`src/rtl/onchip_mem_arbiter.sv`:
```
// onchip_mem_arbiter: round-robin arbiter sharing one single-port RAM between two Avalon-MM masters.
// Define ONCHIP_ARB_STATS_EN to add saturating per-port grant and conflict counters.
module onchip_mem_arbiter #(
  parameter int ADDR_W = 10,
  parameter int DATA_W = 32,
  parameter int BE_W   = 4
) (
  input  logic              clk,
  input  logic              reset_n,
  input  logic [ADDR_W-1:0] s0_address,
  input  logic [BE_W-1:0]   s0_byteenable,
  input  logic              s0_read,
  input  logic              s0_write,
  input  logic [DATA_W-1:0] s0_writedata,
  output logic              s0_waitrequest,
  output logic [DATA_W-1:0] s0_readdata,
  output logic              s0_readdatavalid,
  input  logic [ADDR_W-1:0] s1_address,
  input  logic [BE_W-1:0]   s1_byteenable,
  input  logic              s1_read,
  input  logic              s1_write,
  input  logic [DATA_W-1:0] s1_writedata,
  output logic              s1_waitrequest,
  output logic [DATA_W-1:0] s1_readdata,
  output logic              s1_readdatavalid,
  output logic [ADDR_W-1:0] mem_address,
  output logic [BE_W-1:0]   mem_byteenable,
  output logic              mem_chipselect,
  output logic              mem_write,
  output logic [DATA_W-1:0] mem_writedata,
`ifdef ONCHIP_ARB_STATS_EN
  output logic [15:0]       stat_grant0,
  output logic [15:0]       stat_grant1,
  output logic [15:0]       stat_conflict,
`endif
  input  logic [DATA_W-1:0] mem_readdata
);
  logic ready_q, last_q, last_d, pend0_q, pend0_d, pend1_q, pend1_d;
  logic req0, req1, gnt0, gnt1;
  always_comb begin
    req0    = s0_read | s0_write;
    req1    = s1_read | s1_write;
    // last_q holds the most recently granted port; the other one wins a conflict
    gnt0    = ready_q & req0 & (~req1 | last_q);
    gnt1    = ready_q & req1 & (~req0 | ~last_q);
    last_d  = gnt0 ? 1'b0 : gnt1 ? 1'b1 : last_q;
    pend0_d = gnt0 & s0_read & ~s0_write;
    pend1_d = gnt1 & s1_read & ~s1_write;
  end
  assign s0_waitrequest   = ~ready_q | (req0 & ~gnt0);
  assign s1_waitrequest   = ~ready_q | (req1 & ~gnt1);
  assign s0_readdata      = mem_readdata;
  assign s1_readdata      = mem_readdata;
  assign s0_readdatavalid = pend0_q;
  assign s1_readdatavalid = pend1_q;
  assign mem_chipselect   = gnt0 | gnt1;
  assign mem_write        = (gnt0 & s0_write) | (gnt1 & s1_write);
  assign mem_address      = gnt0 ? s0_address : gnt1 ? s1_address : '0;
  assign mem_byteenable   = gnt0 ? s0_byteenable : gnt1 ? s1_byteenable : '0;
  assign mem_writedata    = gnt0 ? s0_writedata : gnt1 ? s1_writedata : '0;
  always_ff @(posedge clk or negedge reset_n) begin
    if (!reset_n) begin
      ready_q <= 1'b0;
      last_q  <= 1'b1;
      pend0_q <= 1'b0;
      pend1_q <= 1'b0;
    end else begin
      ready_q <= 1'b1;
      last_q  <= last_d;
      pend0_q <= pend0_d;
      pend1_q <= pend1_d;
    end
  end
`ifdef ONCHIP_ARB_STATS_EN
  logic [15:0] grant0_q, grant1_q, conflict_q;
  always_ff @(posedge clk or negedge reset_n) begin
    if (!reset_n) begin
      grant0_q   <= '0;
      grant1_q   <= '0;
      conflict_q <= '0;
    end else begin
      if (gnt0 && grant0_q != 16'hFFFF) grant0_q <= grant0_q + 16'd1;
      if (gnt1 && grant1_q != 16'hFFFF) grant1_q <= grant1_q + 16'd1;
      if (ready_q && req0 && req1 && conflict_q != 16'hFFFF) conflict_q <= conflict_q + 16'd1;
    end
  end
  assign stat_grant0   = grant0_q;
  assign stat_grant1   = grant1_q;
  assign stat_conflict = conflict_q;
`endif
endmodule

```
`config.mk`:
```
export PLATFORM = sky130hd
export DESIGN_NAME = onchip_mem_arbiter
export DESIGN_NICKNAME = d
export VERILOG_FILES = /design/src/rtl/onchip_mem_arbiter.sv
export SDC_FILE = /design/constraint.sdc
export NUM_CORES = 1
export LEC_CHECK = 0
export ABC_AREA = 0
export CAP_MARGIN = 5
export CORE_AREA = 2 2 96 98
export DETAILED_ROUTE_END_ITERATION = 16
export DIE_AREA = 0 0 98 100
export PLACE_DENSITY_LB_ADDON = 0.1
export SLEW_MARGIN = 20
export SYNTH_ARGS = -nofsm -noshare
export SYNTH_HDL_FRONTEND = slang
export SYNTH_SLANG_ARGS = --single-unit
```
`constraint.sdc`:
```
create_clock -name clk -period 2.55 [get_ports clk]
set_clock_uncertainty 0.1 [all_clocks]
set_input_delay 0.51 -clock clk [delete_from_list [all_inputs] [get_ports clk]]
set_output_delay 0.51 -clock clk [all_outputs]
set_load 0.01 [all_outputs]
```
### Yosys cells after proc, flatten, opt, wreduce, memory -nomap -nowiden

Index checks and enable logic that the tools add are counted.

| word-level totals | value |
|---|---|
| bits in registers | 4 |
| bits of input ports | 130 |
| output and inout bits | 116 |
| word-level logic and storage cells | 41 |

| operators by class | value |
|---|---|
| muxes and demuxes | 8 |
| bitwise operators | 28 |
| reduce and logical (&&, ||, !) cells | 1 |

Operators with widths:

| operator | count |
|---|---|
| 32-bit two-way mux | 2 |
| 10-bit two-way mux | 2 |
| 1-bit bitwise AND | 12 |
| 4-bit two-way mux | 2 |
| 1-bit inverter | 8 |
| 1-bit bitwise OR | 8 |
| 1-bit two-way mux | 2 |
| 2-bit nonzero test | 1 |

### Depth between registers and ports, before layout

| depth | value |
|---|---|
| depth in word-level cells | 7 |
| mapped depth | 5 |
| gate-level depth less buffers | 3 |

### Least setup slack after synthesis

No wires, ideal clock.

| timing path | value |
|---|---|
| kind | in2out |
| from | input port s0_write |
| to | output port mem_address[7] |
| arrival | 1.390 ns |
| data required time | 1.940 ns |
| path slack | 0.550 ns |
| stages | 4 |
| buffers on the path | 1 |
| path through | o21a_1 nor3_4 buf_6 a22o_1 |

| between the ends | value |
|---|---|
| word-level cells in the longest chain between the ends | 6 |
| elaborated cells between the ends (all ways) | 8 |
| those cells by class | mux (2); bitwise (6) |

Ends and longest elaborated chain:

| what | RTL line | source |
|---|---|---|
| start, declared | 13 | `input logic s0_write,` |
| 1-bit bitwise OR (*) | 41 | `req0 = s0_read \| s0_write;` |
| 1-bit inverter | 45 | `gnt1 = ready_q & req1 & (~req0 \| ~last_q);` |
| 1-bit bitwise OR | 45 |  |
| 1-bit bitwise AND | 45 |  |
| 10-bit two-way mux | 58 | `assign mem_address = gnt0 ? s0_address : gnt1 ? s1_address : '0;` |
| 10-bit two-way mux (*) | 58 |  |
| end, declared | 26 | `output logic [ADDR_W-1:0] mem_address,` |

Mark *: on every way between the ends. The rest lies on a longest branch, timed or not.

### Final worst setup path

| timing path | value |
|---|---|
| from | input port s1_read |
| to | output port mem_writedata[22] |

| between the ends | value |
|---|---|
| word-level cells in the longest chain between the ends | 5 |
| elaborated cells between the ends (all ways) | 8 |
| those cells by class | mux (2); bitwise (6) |

Ends and longest elaborated chain:

| what | RTL line | source |
|---|---|---|
| start, declared | 20 | `input logic s1_read,` |
| 1-bit bitwise OR (*) | 42 | `req1 = s1_read \| s1_write;` |
| 1-bit bitwise AND / 1-bit inverter (equally long branches) | 45, 44 |  |
| 1-bit bitwise AND / 1-bit bitwise OR (equally long branches) | 45, 44 |  |
| 32-bit two-way mux / 1-bit bitwise AND (equally long branches) | 60, 44 |  |
| 32-bit two-way mux (*) | 60 | `assign mem_writedata = gnt0 ? s0_writedata : gnt1 ? s1_writedata : '0;` |
| end, declared | 30 | `output logic [DATA_W-1:0] mem_writedata,` |

Marks and branches as above.

==> summary.txt <==
Synthesis
  – Most area-hungry cell type in the Yosys netlist: buf_4
  – Synth Instances: 144
  – Synth top area cells: buf_4 (38%), a22o_2 (29%), buf_6 (8.0%)
  – Synth top area share: ~38%
  – Ys Warns: 0
  – Netlist cell types: 23
  – Mapped Avg Cell Area: 8.80 um2
  – Post-synthesis cell area: 1270 um2
  – Register area share after synthesis: between 7 and 8%
  – Net Count, Synth: 274
  – Synth Register Bits: 4

Floorplanning
  – Die area: roughly 10000 um2
  – Io pins: 246
  – Row Count: 35
  – Die H: approximately 100 um
  – Initial core utilization: approximately 14%
  – Die Width: roughly 98 um
  – Core ar.: 8890 um2

Finish
  – P&R area growth vs syn: 92.3%
  – Nets: 373
  – Commonest non-fill, non-tap cells in the layout: clkdlybuf4s50_1 (97), buf_2 (41), a22o_2 (37)
  – Layout cells sized above 1: a little under half
  – Filler cells: between 900 and 1000
  – Commonest non-fill, non-tap cell in the layout: clkdlybuf4s50_1
  – N_diodes: 0
  – Post-route insts no fill: 353

Route
  – Post-DRT Antenna Nets: 0
  – Wirelength per Cell: 17.5 um
  – DR pass1 iterations: 4
  – Initial DRC count: 22
  – WL final: 6.18 mm
  – Vias per cell: 4.00
  – Residual DRC: 0
  – Vias post-DR: 1411

GRT
  – Initial antenna violation count: 0
  – Pin count of the biggest net entering global routing: 37
  – GRT Util Overall: 11.7%
  – First-pass GRT wire length: 8.98 mm
  – GRT overflow: 0
  – Vias in the first global route: 1447

Critical path
  – Worst path bufs/invs: 4
  – Worst Setup Start Kind: primary input
  – Crit path DAT: around 1.9 ns
  – Worst setup path class: primary input to primary output
  – WP data required: 1.94 ns
  – Worst path max stage delay: roughly 0.26 ns
  – Flop-to-flop setup slack: 1.21 ns
  – Max FO, Critical Path: 5
  – Top delay family on crit path: buffers and inverters
  – Crit-path cells: dlygate4sd2_1 -> o21bai_1 -> nor3b_4 -> buf_4 -> clkbuf_16 -> a22o_2 -> buf_2
  – Start point of the critical path: s1_read
  – Crit path capture type: primary output
  – R2R Path End: s0_readdatavalid$_DFF_PN0_
  – Worst path slowest cell: dlygate4sd2_1
  – Crit path depth: 7
  – Worst r2r src: last_q$_DFFE_PN1P_
  – Worst reg-to-reg path cell count: 4

STA
  – Final setup viols: 0
  – Worst Hold Margin: 0.390 ns
  – Tmin final: ~2.5 ns
  – Achievable Freq: a little over 0.4 GHz
  – Crit share post-route: between 90% and 100%
  – Endpoints failing hold: 0
  – Pins Over Slew Limit: 0

Power and ir drop
  – Combinational cell fraction of total power: 73.2%
  – Clock power frac: 17.4%
  – P_sw: 0.000267 W
  – Leak: 1.11 nW
  – Sw Share: 32.8%
  – Peak VDD IR: approximately 240 uV
  – Flop pwr share: 9.4%
  – Internal cell power: 0.000549 W
  – Pwr/cell area: 335 nW/um2

Job
  – Max cap viols: 0

Clock network
  – Clock transition at path regs: about 0.040 ns
  – Clock buffer depth: 2
  – CTS Buf Count: 3
  – Root buf cell: clkbuf_8
  – H-Tree Depth: 1
  – Worst-Skew Late Latency: 0.22 ns
  – Sink Count: 4
  – CTS tree: yes

Place
  – Buffers added on ports: 149
  – Post-detailed-placement half-perimeter wirelength: 4.41 mm
  – GP Congestion: 0.738
  – Placed Cells: 340

Hold path
  – Worst Hold Class: primary input to asynchronous set/reset pin

Outcome
  – Status: complete, no violations
timing repair:
| action | 4_1_cts | 5_1_grt |
|---|---|---|
| pin swaps | 2 | 1 |
| buffers inserted | 5 | 1 |
| endpoints found under the setup margin | 50 | 45 |
| cloned | 4 | 1 |
| hold buffers | 0 | 0 |
| resized for setup | 196 | 9 |
synthesized netlist by cell type (all sizes together):
| cell | n |
|---|---|
| a21oi | 2 |
| a22o | 46 |
| a22oi | 1 |
| a311oi | 1 |
| and4 | 1 |
| buf | 73 |
| conb | 1 |
| dfrtp | 3 |
| dfstp | 1 |
| inv | 3 |
| nand2 | 1 |
| nand2b | 1 |
| nor2 | 2 |
| nor3 | 2 |
| nor3b | 1 |
| o21a | 1 |
| o21ai | 2 |
| o21bai | 1 |
| o31ai | 1 |
layout make-up:
| type | instances | area, um2 | share of cell area, % |
|---|---|---|---|
| clock buffers | 4 | 45.0 | 1.85 |
| well taps | 111 | 139 | 5.70 |
| repair buffers | 167 | 1550 | 63.8 |
| flip-flops and latches | 4 | 101 | 4.16 |
| multi-input cells | 64 | 587 | 24.1 |
| inverters | 3 | 11.3 | 0.462 |
state kept, by name, indices dropped and copies added, names as in the netlist:
| name | count |
|---|---|
| last_q | 1 |
| ready_q | 1 |
| s0_readdatavalid | 1 |
| s1_readdatavalid | 1 |
cells by family after synthesis:
logic type             synth area share [%]
AO/OA/AOI/OAI                          40.1
buffers and inverters                  46.8
flip-flops                             8.00
other                                 0.296
AND/OR/NAND/NOR                        4.84
worst reg2reg max path, stage by stage, from the launching register on:
cell and delay, ns:
dfstp_2 0.55, o21bai_1 0.15, buf_4 0.15, buf_4 0.10, and4_2 0.23
worst max-delay path by stage:
stage	end
floorplan	mem_address[7]
global placement	mem_writedata[17]
detailed placement	mem_writedata[17]
CTS	mem_writedata[25]
global route	mem_writedata[21]
finish	mem_writedata[22]
power groups by stage:
| stage | sequential [W] | clock [W] | combinational, W |
|---|---|---|---|
| 2_1_floorplan | 0.0000772 | 0 | 0.000339 |
| 3_3_place_gp | 0.0000776 | 0 | 0.000604 |
| 3_5_place_dp | 0.0000771 | 0 | 0.000596 |
| 4_1_cts | 0.0000765 | 0.000146 | 0.000609 |
| 5_1_grt | 0.0000776 | 0.000152 | 0.000642 |
| 6_report | 0.0000767 | 0.000142 | 0.000597 |
metrics by stage:
stage	util [%]	area, um2	worst slack, ns	total power [W]	setup TNS (ns)
after floorplan	-	1270	0.550	0.000416	0
after global placement	27.2	2410	-0.509	0.000681	-22.33
after detailed placement	27.2	2410	-0.526	0.000673	-23.15
after CTS	27.5	2450	-0.0157	0.000831	-0.0728
after global routing	27.4	2440	-0.000785	0.000871	-0.000785
final	27.4	2440	0.0906	0.000816	0
layer usage:
layer  vias up  global-route usage (%)  part of all wire, %
met1       631                    13.6                   39
met5         -                       0                    0
met3        22                    3.55                  8.9
met4         0                    3.63                  1.5
li1        664                       -                    -
met2        94                    20.7                   51
Power figures use the tool's default switching activity.
